**config.mk**
```make
export PLATFORM = sky130hd
export DESIGN_NAME = tx_spec_shift_flat
export DESIGN_NICKNAME = d
export VERILOG_FILES = /design/src/rtl/tx_spec_shift_if.sv /design/src/rtl/tx_spec_shift.sv /design/src/flat_wrapper.sv
export SDC_FILE = /design/constraint.sdc
export NUM_CORES = 1
export LEC_CHECK = 0
export CAP_MARGIN = 15
export CORE_MARGIN = 4
export CORE_UTILIZATION = 48
export DETAILED_ROUTE_END_ITERATION = 10
export GPL_ROUTABILITY_DRIVEN = 0
export HOLD_SLACK_MARGIN = 0.03
export PLACE_DENSITY_LB_ADDON = 0.1
export SETUP_SLACK_MARGIN = 0.02
export SYNTH_ARGS = -nofsm -noshare
export SYNTH_HDL_FRONTEND = slang
export SYNTH_SLANG_ARGS = --single-unit
```
**constraint.sdc**
```tcl
create_clock -name clk -period 5 [get_ports clk]
set_clock_uncertainty 0.1 [all_clocks]
set_input_delay 1 -clock clk [delete_from_list [all_inputs] [get_ports clk]]
set_output_delay 1 -clock clk [all_outputs]
set_load 0.02 [all_outputs]
```
**src/rtl/tx_spec_shift_if.sv**
```systemverilog
// Streaming I/Q handshake bundle for tx_spec_shift.
// slave = the shifter's view, master = the source/sink around it.
interface tx_spec_shift_if #(parameter int unsigned W = 14);
   logic                in_valid;
   logic                in_ready;
   logic                in_sos;
   logic signed [W-1:0] in_i;
   logic signed [W-1:0] in_q;
   logic                out_valid;
   logic                out_ready;
   logic                out_sos;
   logic signed [W-1:0] out_i;
   logic signed [W-1:0] out_q;

   modport slave (
      input  in_valid, in_sos, in_i, in_q, out_ready,
      output in_ready, out_valid, out_sos, out_i, out_q
   );

   modport master (
      output in_valid, in_sos, in_i, in_q, out_ready,
      input  in_ready, out_valid, out_sos, out_i, out_q
   );
endinterface

```
**src/rtl/tx_spec_shift.sv**
```systemverilog
// Digital frequency shifter: bypass, fs/2 or +/-fs/4 rotation of an I/Q stream,
// phase re-aligned and mode re-latched at each start-of-symbol sample.
module tx_spec_shift #(
   parameter int unsigned W = 14
) (
   input  logic       clk,
   input  logic       rst,
   input  logic       en,
   input  logic [1:0] mode,
   tx_spec_shift_if.slave s
);
   localparam logic signed [W-1:0] SMAX = {1'b0, {(W-1){1'b1}}};
   localparam logic signed [W-1:0] SMIN = {1'b1, {(W-1){1'b0}}};

   // rotation selector encoding
   localparam logic [1:0] SEL_ID  = 2'd0;  // ( i,  q)
   localparam logic [1:0] SEL_NEG = 2'd1;  // (-i, -q)
   localparam logic [1:0] SEL_P90 = 2'd2;  // (-q,  i)
   localparam logic [1:0] SEL_M90 = 2'd3;  // ( q, -i)

   logic [1:0]          p;
   logic [1:0]          mode_r;
   logic                ov_r;
   logic                osos_r;
   logic signed [W-1:0] oi_r;
   logic signed [W-1:0] oq_r;

   logic                in_rdy;
   logic                in_acc;
   logic                out_acc;
   logic [1:0]          p_use;
   logic [1:0]          mode_use;
   logic [1:0]          sel;
   logic signed [W-1:0] nx_i;
   logic signed [W-1:0] nx_q;

   function automatic logic signed [W-1:0] sneg(input logic signed [W-1:0] x);
      return (x == SMIN) ? SMAX : -x;
   endfunction

   assign in_rdy  = en & ~rst & (~ov_r | s.out_ready);
   assign in_acc  = s.in_valid & in_rdy;
   assign out_acc = en & ov_r & s.out_ready;

   // A start-of-symbol sample forces phase 0 and takes the live mode.
   always_comb begin
      p_use    = s.in_sos ? 2'd0 : p;
      mode_use = s.in_sos ? mode : mode_r;
      sel      = SEL_ID;
      unique case (mode_use)
         2'b00: sel = SEL_ID;
         2'b01: sel = p_use[0] ? SEL_NEG : SEL_ID;
         2'b10: begin
            unique case (p_use)
               2'd0: sel = SEL_ID;
               2'd1: sel = SEL_P90;
               2'd2: sel = SEL_NEG;
               2'd3: sel = SEL_M90;
               default: sel = SEL_ID;
            endcase
         end
         2'b11: begin
            unique case (p_use)
               2'd0: sel = SEL_ID;
               2'd1: sel = SEL_M90;
               2'd2: sel = SEL_NEG;
               2'd3: sel = SEL_P90;
               default: sel = SEL_ID;
            endcase
         end
         default: sel = SEL_ID;
      endcase

      nx_i = s.in_i;
      nx_q = s.in_q;
      unique case (sel)
         SEL_ID:  begin nx_i = s.in_i;       nx_q = s.in_q;       end
         SEL_NEG: begin nx_i = sneg(s.in_i); nx_q = sneg(s.in_q); end
         SEL_P90: begin nx_i = sneg(s.in_q); nx_q = s.in_i;       end
         SEL_M90: begin nx_i = s.in_q;       nx_q = sneg(s.in_i); end
         default: begin nx_i = s.in_i;       nx_q = s.in_q;       end
      endcase
   end

   // One-stage output register; a new accept takes priority over draining.
   always_ff @(posedge clk or posedge rst) begin
      if (rst) begin
         p      <= 2'd0;
         mode_r <= 2'b00;
         ov_r   <= 1'b0;
         osos_r <= 1'b0;
         oi_r   <= '0;
         oq_r   <= '0;
      end else if (in_acc) begin
         p      <= 2'(p_use + 2'd1);
         if (s.in_sos) mode_r <= mode;
         ov_r   <= 1'b1;
         osos_r <= s.in_sos;
         oi_r   <= nx_i;
         oq_r   <= nx_q;
      end else if (out_acc) begin
         ov_r   <= 1'b0;
      end
   end

   assign s.in_ready  = in_rdy;
   assign s.out_valid = ov_r;
   assign s.out_sos   = osos_r;
   assign s.out_i     = oi_r;
   assign s.out_q     = oq_r;
endmodule
```
**src/flat_wrapper.sv**
```systemverilog
// flat-port wrapper written by rule: the top's interface ports become plain ports
module tx_spec_shift_flat 
#(
   parameter int unsigned W = 14
)
  (clk, rst, en, mode, s_in_valid, s_in_sos, s_in_i, s_in_q, s_out_ready, s_in_ready, s_out_valid, s_out_sos, s_out_i, s_out_q);
  tx_spec_shift_if #(.W(W)) s_i ();
  input  logic clk;
  input  logic rst;
  input  logic en;
  input  logic [1:0] mode;
  input wire logic [$bits(s_i.in_valid)-1:0] s_in_valid;
  input wire logic [$bits(s_i.in_sos)-1:0] s_in_sos;
  input wire logic [$bits(s_i.in_i)-1:0] s_in_i;
  input wire logic [$bits(s_i.in_q)-1:0] s_in_q;
  input wire logic [$bits(s_i.out_ready)-1:0] s_out_ready;
  output wire logic [$bits(s_i.in_ready)-1:0] s_in_ready;
  output wire logic [$bits(s_i.out_valid)-1:0] s_out_valid;
  output wire logic [$bits(s_i.out_sos)-1:0] s_out_sos;
  output wire logic [$bits(s_i.out_i)-1:0] s_out_i;
  output wire logic [$bits(s_i.out_q)-1:0] s_out_q;
  assign s_i.in_valid = s_in_valid;
  assign s_i.in_sos = s_in_sos;
  assign s_i.in_i = s_in_i;
  assign s_i.in_q = s_in_q;
  assign s_i.out_ready = s_out_ready;
  assign s_in_ready = s_i.in_ready;
  assign s_out_valid = s_i.out_valid;
  assign s_out_sos = s_i.out_sos;
  assign s_out_i = s_i.out_i;
  assign s_out_q = s_i.out_q;
  tx_spec_shift #(.W(W)) u_core (.clk(clk), .rst(rst), .en(en), .mode(mode), .s(s_i));
endmodule
```
==> flow_summary.toml, run 1 <==
[pwr]
cellPowerDensity_nw_per_um2 = 353
total_power_uw = 1270
peakVddDrop_uv = 215
leakage_uw = 0.00138

[cts]
postCtsResizedCells = 0
tritoncts = "built"
cts_root_buffer = "sky130_fd_sc_hd__clkbuf_8"
cts_hold_buffers = 0
total_cts_buffers = 5
buffer_levels_on_the_longest_clock_path = 2
cts_htree_levels = 2
post-cts-setup-buffer-count = 0
clock_insertion_delay_worst_skew_ps = 290
clk_pin_slew_worst_paths_ps = 70
clock-sinks = 34

[logic_synthesis]
total_number_of_yosys_warnings = 0
synthesis.area_per_instance_sq_um = 7.74
yosys.area.top_type_share_pct = 29.6
synth_area_leader_cell = "sky130_fd_sc_hd__dfrtp_1"
async_reset_ff_share_pct = 100
number_of_enable_type_register_cells_in_the_synthesized_netlist = 0
mapped_cell_area_sq_um = 2880
synth_flop_cell = "sky130_fd_sc_hd__dfrtp_1"
synthCells = 372
synth.distinct_cells = 64
synth.ff_latch_count = 34
yosysSeqAreaShare_pct = 29.6
synth_fp_nets = 410
synthTopCellsByArea = "sky130_fd_sc_hd__dfrtp_1 (30%), sky130_fd_sc_hd__o21ai_0 (5.6%), sky130_fd_sc_hd__nand2_1 (5.3%)"

[critical_path]
timing.critical_path.from_type = "input pin"
worstSetupStartpoint = "s_in_i[1]"
crit_fanout = 6
worst_ep_required_time_ps = 5080
worst-setup-path-type = "input pin to flip-flop"
critical_path.reg2reg.startpoint = "u_core.p[1]$_DFFE_PP0P_"
worstPathArrival_ps = 3670
worstSetupEndpointType = "flip-flop"

[cells_and_area]
layout-area-overhead-vs-synth_pct = 25.3
antenna_cells_inserted = 0
post-route-cell-area_sq_um = 3610
final_net_count = 453
final_layout_size_suffix_gt1_share_pct = 6.28
post_layout_nonfiller_instances = 486

[timing]
grt_setup_unrepaired = "false"
finalHoldViolCount = 0
worst_slew_margin_rel_pct = 33.4
tightest_slew_ps = 998
finalWorstPathRequiredPeriod_ps = 3590
achievable-frequency_mhz = 278
maxSlewViolCount = 0
timing.setup.tns_ps = 0
fin_crit_sh_pct = 71.8
setup_viol_count_final = 0

[detailed_routing]
route.detailed.drc = 0
m1WireLength_mm = 4.03
routed-via-count = 3224
uppermost_layer_routed = "met4"
met3_length_microns = 944
routed-wl-met2_mm = 4.02
ant_nets = 0
finalWirelength_mm = 9.22
drt_first_pass_iters = 5
initialDrtViolationCount = 419
avgRoutedWirePerCell_microns = 19.0
vias_per_cell = 6.63

[place]
place_hpwl_mm = 6.38
place.port_buffers = 66
post-place-cells = 480
dpl_cell_area_sq_um = 3520

[floorplan]
core_area_sq_um = 5680
chipHeight_microns = 85.4
area_enclosed_by_the_die_boundary_sq_um = 7300
num_rows = 27
die-width_microns = 85.4
boundaryPins = 67
initial_utilization_pct = 50.7

[grt]
number_of_global_route_vias_before_repair = 3051
gr-total-overflow = 0
groute.usage.overall_pct = 26.1
grt_max_degree = 46
global_route_wire_length_before_repair_mm = 15.4
antenna_violations_before_repair = 0

[min_path]
min-delay-start = "u_core.s.out_i[0]$_DFFE_PP0P_"
hp-class = "flip-flop to flip-flop"

[run_status]
outcome = "finished clean"

[run]
max-cap-violations = 0
==> worst paths after layout <==
kind | endpoint | depth (start not counted) | slack (ps)
max in group asynchronous | u_core.s.out_q[1]$_DFFE_PP0P_ | 3 | 3400
min in group asynchronous | u_core.s.out_valid$_DFFE_PP0P_ | 3 | 1080
hold / removal | u_core.s.out_i[0]$_DFFE_PP0P_ | 1 | 380
setup reg to reg | u_core.s.out_q[9]$_DFFE_PP0P_ | 7 | 2440
hold reg to reg | u_core.s.out_i[0]$_DFFE_PP0P_ | 1 | 380
setup / recovery | u_core.s.out_q[12]$_DFFE_PP0P_ | 9 | 1410
==> worst max-delay path, cell delays in order <==
cell and delay, ps:
sky130_fd_sc_hd__clkdlybuf4s50_1 480, sky130_fd_sc_hd__inv_1 80, sky130_fd_sc_hd__ha_1 230, sky130_fd_sc_hd__or4b_1 570
sky130_fd_sc_hd__or4_4 520, sky130_fd_sc_hd__or3_1 340, sky130_fd_sc_hd__o211ai_2 110, sky130_fd_sc_hd__a21oi_1 100
sky130_fd_sc_hd__a22o_1 230
==> cells by family (layout without fill, tap and decap cells) <==
kind of cell | after synthesis | after routing | synth area share (%)
compound gates | 130 | 130 | 30.2
buf+inv | 44 | 86 | 6.35
fa+ha+maj | 2 | 2 | 0.869
simple gates | 143 | 143 | 26.7
mux | 8 | 8 | 2.91
xor+xnor | 11 | 11 | 3.35
flops | 34 | 34 | 29.6
==> per-stage QoR <==
stage                     utilization, %  setup WS, ps  hold WS [ps]
final                               63.6          1410           378
after global routing                63.6          1250           410
after CTS                           63.6          1440           380
after detailed placement            62.1          1100           365
after global placement              62.1          1180           360
after floorplan                        -          1840           448
==> Yosys cell counts, types with 2 or more instances <==
cell type / instances
sky130_fd_sc_hd__or3_1: 9
sky130_fd_sc_hd__o32ai_1: 3
sky130_fd_sc_hd__nor2b_1: 3
sky130_fd_sc_hd__or4_1: 3
sky130_fd_sc_hd__a31oi_1: 13
sky130_fd_sc_hd__a21oi_1: 25
sky130_fd_sc_hd__inv_1: 8
sky130_fd_sc_hd__nand4_1: 3
sky130_fd_sc_hd__a311oi_1: 2
sky130_fd_sc_hd__nand2b_1: 5
sky130_fd_sc_hd__ha_1: 2
sky130_fd_sc_hd__a211oi_1: 7
sky130_fd_sc_hd__a2111oi_0: 2
sky130_fd_sc_hd__nor4_1: 10
sky130_fd_sc_hd__o221ai_1: 6
sky130_fd_sc_hd__and2_1: 3
sky130_fd_sc_hd__buf_2: 5
sky130_fd_sc_hd__a221o_1: 4
sky130_fd_sc_hd__a22o_1: 2
sky130_fd_sc_hd__xor2_1: 7
sky130_fd_sc_hd__nor2_1: 25
sky130_fd_sc_hd__and3_1: 3
sky130_fd_sc_hd__mux2_2: 3
sky130_fd_sc_hd__or2_2: 3
sky130_fd_sc_hd__o31ai_1: 5
sky130_fd_sc_hd__o21ai_0: 32
sky130_fd_sc_hd__nand3b_1: 4
sky130_fd_sc_hd__xnor2_1: 4
sky130_fd_sc_hd__nor3_1: 13
sky130_fd_sc_hd__o211ai_1: 5
sky130_fd_sc_hd__dfrtp_1: 34
sky130_fd_sc_hd__nand2_1: 41
sky130_fd_sc_hd__clkbuf_1: 29
sky130_fd_sc_hd__a221oi_1: 2
sky130_fd_sc_hd__o311ai_0: 2
sky130_fd_sc_hd__a21o_1: 9
sky130_fd_sc_hd__nor3b_1: 2
sky130_fd_sc_hd__nor4b_1: 3
sky130_fd_sc_hd__nand3_1: 2
sky130_fd_sc_hd__mux2i_1: 5
==> final cells by class <==
class | instances | area (sq um)
fillers | 533 | 2070
well taps | 72 | 90.1
clock buffers | 6 | 82.6
inverters | 8 | 30.0
flip-flops and latches | 34 | 851
multi-input cells | 294 | 1850
repair buffers | 72 | 706
==> report_power, final <==
group	total, uW	switching, uW	internal [uW]
clock network	208	101	106
logic	656	375	281
registers	411	56.0	355
total	1270	532	743
==> sequential cells by signal, indices dropped and copies added, names as in the netlist <==
register            cells
u_core.s.out_i         14
u_core.s.out_q         14
u_core.mode_r           2
u_core.p                2
u_core.s.out_sos        1
u_core.s.out_valid      1
==> metal layers <==
metal / up-vias / global-route usage, %
li1: 1492 / -
met4: 0 / 9.93
met3: 26 / 5.15
met1: 1494 / 36.7
met2: 212 / 39.3
met5: - / 0
==> cells in the final DEF (no fill, tap or decap), types with 4 or more instances in the layout <==
cell type,count
sky130_fd_sc_hd__mux2i_1,5
sky130_fd_sc_hd__nor3_1,13
sky130_fd_sc_hd__nor4_1,10
sky130_fd_sc_hd__nand2b_1,5
sky130_fd_sc_hd__a211oi_1,7
sky130_fd_sc_hd__a21o_1,9
sky130_fd_sc_hd__clkbuf_8,6
sky130_fd_sc_hd__or3_1,9
sky130_fd_sc_hd__nand3b_1,4
sky130_fd_sc_hd__o211ai_1,5
sky130_fd_sc_hd__o31ai_1,5
sky130_fd_sc_hd__a31oi_1,13
sky130_fd_sc_hd__clkdlybuf4s50_1,66
sky130_fd_sc_hd__nor2_1,25
sky130_fd_sc_hd__nand2_1,41
sky130_fd_sc_hd__dfrtp_1,34
sky130_fd_sc_hd__inv_1,8
sky130_fd_sc_hd__a21oi_1,24
sky130_fd_sc_hd__buf_4,6
sky130_fd_sc_hd__a221o_1,4
sky130_fd_sc_hd__xor2_1,7
sky130_fd_sc_hd__o221ai_1,6
sky130_fd_sc_hd__xnor2_1,4
sky130_fd_sc_hd__o21ai_0,32
Power figures use the tool's default switching activity.
==> run 2: changes to the inputs <==
==> constraint.sdc (replaced) <==
create_clock -name clk -period 3.53 [get_ports clk]
set_clock_uncertainty 0.1 [all_clocks]
set_input_delay 0.706 -clock clk [delete_from_list [all_inputs] [get_ports clk]]
set_output_delay 0.706 -clock clk [all_outputs]
set_load 0.02 [all_outputs]
==> run 2 against run 1 <==
Compared with the run above:
- final cell count increased by 5.3%
- combinational power increased by 46%
- final area increased by 5.1%
- critical path type unchanged
- highest routed layer unchanged
==> flow_summary.toml, run 2 (synthesized netlist as in run 1, its figures left out) <==
[run_status]
outcome = "finished clean"

[cells_and_area]
layout-area-overhead-vs-synth_pct = 31.8
layout_common_cells = "sky130_fd_sc_hd__clkdlybuf4s50_1 (66), sky130_fd_sc_hd__nand2_1 (41), sky130_fd_sc_hd__dfrtp_1 (34)"
antenna_cells_inserted = 0
final_net_count = 477
commonest_non_fill_non_tap_cell_in_the_layout = "sky130_fd_sc_hd__clkdlybuf4s50_1"
final_layout_size_suffix_gt1_share_pct = 11.4

[timing]
finalWorstPathRequiredPeriod_ps = 3100
grt_setup_unrepaired = "false"
tightest_slew_ps = 785
finalHoldViolCount = 0
fin_crit_sh_pct = 87.8
hold-worst-slack_ps = 378
worst_slew_margin_rel_pct = 47.6
achievable-frequency_mhz = 323
timing.setup.tns_ps = 0
maxSlewViolCount = 0
setup_viol_count_final = 0

[cts]
post-cts-setup-buffer-count = 0
cts_hold_buffers = 0
clock_insertion_delay_worst_skew_ps = 290
buffer_levels_on_the_longest_clock_path = 2
cts_htree_levels = 2
tritoncts = "built"
clk_pin_slew_worst_paths_ps = 80
postCtsResizedCells = 0
total_cts_buffers = 5
cts_root_buffer = "sky130_fd_sc_hd__clkbuf_8"
clock-sinks = 34

[place]
place.port_buffers = 66
place_hpwl_mm = 7.13

[floorplan]
initial_utilization_pct = 50.7
num_rows = 27
core_area_sq_um = 5680
boundaryPins = 67
chipHeight_microns = 85.4
area_enclosed_by_the_die_boundary_sq_um = 7300
die-width_microns = 85.4

[detailed_routing]
route.detailed.drc = 0
initialDrtViolationCount = 353
avgRoutedWirePerCell_microns = 18.7
uppermost_layer_routed = "met4"
finalWirelength_mm = 9.59
met3_length_mm = 1.01
ant_nets = 0
routed-wl-met2_mm = 4.23
routed-via-count = 3295
drt_first_pass_iters = 5
vias_per_cell = 6.44
m1WireLength_mm = 4.17

[pwr]
comb_power_share_pct = 51.7
power.switching_fraction_pct = 41.5
leakage_uw = 0.00150
cellPowerDensity_nw_per_um2 = 489
internal_power_uw = 1090
p_clk_share_pct = 16.8
peakVddDrop_uv = 370
total_power_uw = 1860
p_sw_uw = 771
seqPwrFrac_pct = 31.5

[grt]
grt_max_degree = 25
gr-total-overflow = 0
groute.usage.overall_pct = 26.3
antenna_violations_before_repair = 0
number_of_global_route_vias_before_repair = 3106
global_route_wire_length_before_repair_mm = 15.5

[critical_path]
critPathTopFamily = "simple AND/OR/NAND/NOR gates"
crit_fanout = 7
critical_path.cell_chain = "clkdlybuf4s50_1 > inv_1 > ha_1 > or4b_2 > nor4_1 > mux2i_1 > o221ai_1 > a31oi_1 > a21o_1"
slowest_stage_cell_cp = "sky130_fd_sc_hd__or4b_2"
worstPathArrival_ps = 3230
worst-setup-path-type = "input pin to flip-flop"
worst_ep_required_time_ps = 3670
timing.critical_path.from_type = "input pin"
cp_num_buf_inv = 2
worstSetupEndpointType = "flip-flop"
max_stage_delay_ps = 650

[run]
max-cap-violations = 0

[min_path]
hp-class = "flip-flop to flip-flop"
-- run 2: cell count changes in the layout (fill, tap and decap cells not counted), sizes merged --
cell,change
clkinv,+1
buf,+24
clkbuf,+1
-- run 2: area by class of cell --
cell class | count | area (sq um)
Clock buffer | 7 | 86.3
Fill cell | 513 | 1880
Inverter | 8 | 30.0
Tap cell | 72 | 90.1
Sequential cell | 34 | 851
Clock inverter | 1 | 5.00
Timing Repair Buffer | 96 | 886
Multi-Input combinational cell | 294 | 1840
-- run 2: through the flow --
step	cells	cell area [sq um]	setup slack [ps]	utilization, %
4_1_cts	512	3790	449	66.8
3_3_place_gp	504	3700	226	65.2
3_5_place_dp	504	3700	181	65.2
6_report	512	3790	431	66.8
5_1_grt	512	3790	220	66.8
2_1_floorplan	372	2880	664	-
-- run 2: metal layers --
| layer | global-route usage (%) | vias to the layer above |
|---|---|---|
| met4 | 7.48 | 0 |
| met2 | 41.4 | 220 |
| met1 | 36.5 | 1517 |
| met3 | 4.95 | 17 |
| met5 | 0 | - |
| li1 | - | 1541 |
-- run 2: final timing paths --
kind,from,to,slack (ps),cells past startpoint
max in group asynchronous,rst,u_core.s.out_q[7]$_DFFE_PP0P_,1800,3
max reg2reg,u_core.mode_r[0]$_DFFE_PP0P_,u_core.s.out_q[7]$_DFFE_PP0P_,1300,6
min reg2reg,u_core.s.out_q[1]$_DFFE_PP0P_,u_core.s.out_q[1]$_DFFE_PP0P_,380,1
min in group asynchronous,rst,u_core.s.out_valid$_DFFE_PP0P_,820,2
max,s_in_q[0],u_core.s.out_q[8]$_DFFE_PP0P_,430,9
min,u_core.s.out_q[1]$_DFFE_PP0P_,u_core.s.out_q[1]$_DFFE_PP0P_,380,1
-- run 2: power groups by stage --
stage	Clock (uW)	Combinational, uW	Sequential (uW)
floorplan	0	429	693
global placement	0	936	587
detailed placement	0	947	589
CTS	316	952	585
global route	332	1030	603
finish	311	959	586
-- run 2: worst reg2reg max path, stage by stage (launching register included) --
cell and delay [ps]:
sky130_fd_sc_hd__dfrtp_1 460, sky130_fd_sc_hd__xnor2_1 600, sky130_fd_sc_hd__nor2_1 250, sky130_fd_sc_hd__and2_1 210, sky130_fd_sc_hd__o21ai_0 140, sky130_fd_sc_hd__o311ai_0 190, sky130_fd_sc_hd__a2bb2oi_1 170
==> run 3: changes to the inputs <==
--- a/config.mk
+++ b/config.mk
@@ -6,7 +6,6 @@
 export NUM_CORES = 1
 export LEC_CHECK = 0
 export CAP_MARGIN = 15
-export CORE_MARGIN = 4
 export CORE_UTILIZATION = 48
 export DETAILED_ROUTE_END_ITERATION = 10
 export GPL_ROUTABILITY_DRIVEN = 0
==> run 3 against run 2 <==
Compared with the run above:
- die area down 14%
- power grew 2.8%
- count of clock-buffer cells in the layout is 1 higher
- via count is 4.1% higher
- register-to-register slack got worse by 160 ps
- non-clock buffer count increased by 3
- sequential share of layout area is 0.27 points lower
- combinational power increased by 1%
- utilization grew 1.2 points
- critical path type unchanged
- highest routed layer unchanged
==> flow_summary.toml, run 3 (synthesized netlist as in run 1, its figures left out) <==
[run_status]
outcome = "finished clean"

[detailed_routing]
avgRoutedWirePerCell_microns = 19.1
route.detailed.drc = 0
routed-via-count = 3431
vias_per_cell = 6.66
initialDrtViolationCount = 416
drt_first_pass_iters = 5
ant_nets = 0
finalWirelength_mm = 9.83

[floorplan]
area_enclosed_by_the_die_boundary_sq_um = 6310
num_rows = 27
die-width_microns = 79.4
boundaryPins = 67
initial_utilization_pct = 51.0
core_area_sq_um = 5640
chipHeight_microns = 79.4

[critical_path]
worst_ep_required_time_ps = 3620
worstSetupStartpoint = "s_in_i[0]"
worstPathArrival_ps = 3170
worst-setup-path-type = "input pin to flip-flop"
timing.reg2reg.worst_path_depth = 7
critical_path.reg2reg.startpoint = "u_core.p[0]$_DFFE_PP0P_"
worstSetupEndpoint = "u_core.s.out_q[12]$_DFFE_PP0P_"
worstSetupEndpointType = "flip-flop"
crit_fanout = 5
r2r_setup_slack_ps = 1140
timing.critical_path.from_type = "input pin"
timing.rr.end = "u_core.s.out_q[12]$_DFFE_PP0P_"

[cts]
postCtsResizedCells = 0
clock_insertion_delay_worst_skew_ps = 300
post-cts-setup-buffer-count = 0
clk_pin_slew_worst_paths_ps = 70
cts_hold_buffers = 0
buffer_levels_on_the_longest_clock_path = 2
cts_root_buffer = "sky130_fd_sc_hd__clkbuf_8"
tritoncts = "built"
clock-sinks = 34
total_cts_buffers = 5
cts_htree_levels = 2

[cells_and_area]
commonest_non_fill_non_tap_cell_in_the_layout = "sky130_fd_sc_hd__clkdlybuf4s50_1"
antenna_cells_inserted = 0
final_layout_size_suffix_gt1_share_pct = 12.4
final_net_count = 480
layout-area-overhead-vs-synth_pct = 33.4
nFillCells = 499
layout_common_cells = "sky130_fd_sc_hd__clkdlybuf4s50_1 (66), sky130_fd_sc_hd__nand2_1 (41), sky130_fd_sc_hd__dfrtp_1 (34)"

[grt]
gr-total-overflow = 0
number_of_global_route_vias_before_repair = 3142
global_route_wire_length_before_repair_mm = 15.9
grt_max_degree = 23
antenna_violations_before_repair = 0
groute.usage.overall_pct = 32.9

[timing]
tightest_slew_ps = 763
maxSlewViolCount = 0
fin_crit_sh_pct = 87.3
timing.setup.tns_ps = 0
finalHoldViolCount = 0
grt_setup_unrepaired = "false"
setup_viol_count_final = 0
achievable-frequency_mhz = 324
finalWorstPathRequiredPeriod_ps = 3080
worst_slew_margin_rel_pct = 48.9

[min_path]
hp-class = "flip-flop to flip-flop"

[run]
max-cap-violations = 0

[pwr]
cellPowerDensity_nw_per_um2 = 497
total_power_uw = 1910
peakVddDrop_uv = 388
leakage_uw = 0.00152

[place]
place_hpwl_mm = 7.26
place.port_buffers = 66
==> run 3: how the worst min path moves through the flow <==
stage | start | endpoint | slack, ps | cells past startpoint
6_report | u_core.s.out_sos$_DFFE_PP0P_ | u_core.s.out_sos$_DFFE_PP0P_ | 380 | 2
5_1_grt | u_core.s.out_i[0]$_DFFE_PP0P_ | u_core.s.out_i[0]$_DFFE_PP0P_ | 410 | 1
4_1_cts | u_core.s.out_sos$_DFFE_PP0P_ | u_core.s.out_sos$_DFFE_PP0P_ | 380 | 2
3_5_place_dp | u_core.s.out_sos$_DFFE_PP0P_ | u_core.s.out_sos$_DFFE_PP0P_ | 370 | 2
3_3_place_gp | u_core.s.out_sos$_DFFE_PP0P_ | u_core.s.out_sos$_DFFE_PP0P_ | 360 | 2
2_1_floorplan | u_core.mode_r[1]$_DFFE_PP0P_ | u_core.mode_r[1]$_DFFE_PP0P_ | 450 | 1
==> run 3: final cells by class <==
class	count	area [sq um]	share of cell area (%)
Clock buffer	8	110	2.87
Multi-Input combinational cell	294	1850	48.2
Sequential cell	34	851	22.2
Timing Repair Buffer	99	908	23.7
Tap cell	72	90.1	2.35
Inverter	8	30.0	0.782
==> run 3: critical path: stages <==
cell                              delay (ps)
sky130_fd_sc_hd__clkdlybuf4s50_1         480
sky130_fd_sc_hd__inv_1                    90
sky130_fd_sc_hd__ha_1                    150
sky130_fd_sc_hd__or4b_1                  510
sky130_fd_sc_hd__or4_4                   510
sky130_fd_sc_hd__or3_1                   340
sky130_fd_sc_hd__o211ai_2                 80
sky130_fd_sc_hd__a21oi_1                 100
sky130_fd_sc_hd__a22o_1                  200
==> run 3: where the power goes <==
part / switching, uW / internal, uW / total [uW] / leakage (uW)
clock: 156 / 197 / 353 / 0.0000575
sequential: 81.9 / 503 / 585 / 0.000412
combinational: 543 / 427 / 970 / 0.00105
==> run 3: metrics by stage <==
stage,worst slack [ps],hold WS (ps),instance area [sq um],utilization (%),instances
after CTS,455,385,3840,68.0,515
final,448,378,3840,68.0,515
after global routing,315,408,3840,68.0,515
after floorplan,664,448,2880,-,372
after detailed placement,151,367,3730,66.1,507
after global placement,225,361,3730,66.1,507
==> run 3: layer usage <==
metal,global-route usage [%],vias up,share of wire (%)
met2,49.6,250,44
met1,44.3,1606,43
li1,-,1537,-
met3,7.43,38,9.9
met5,0,-,0
met4,15.6,0,3.2
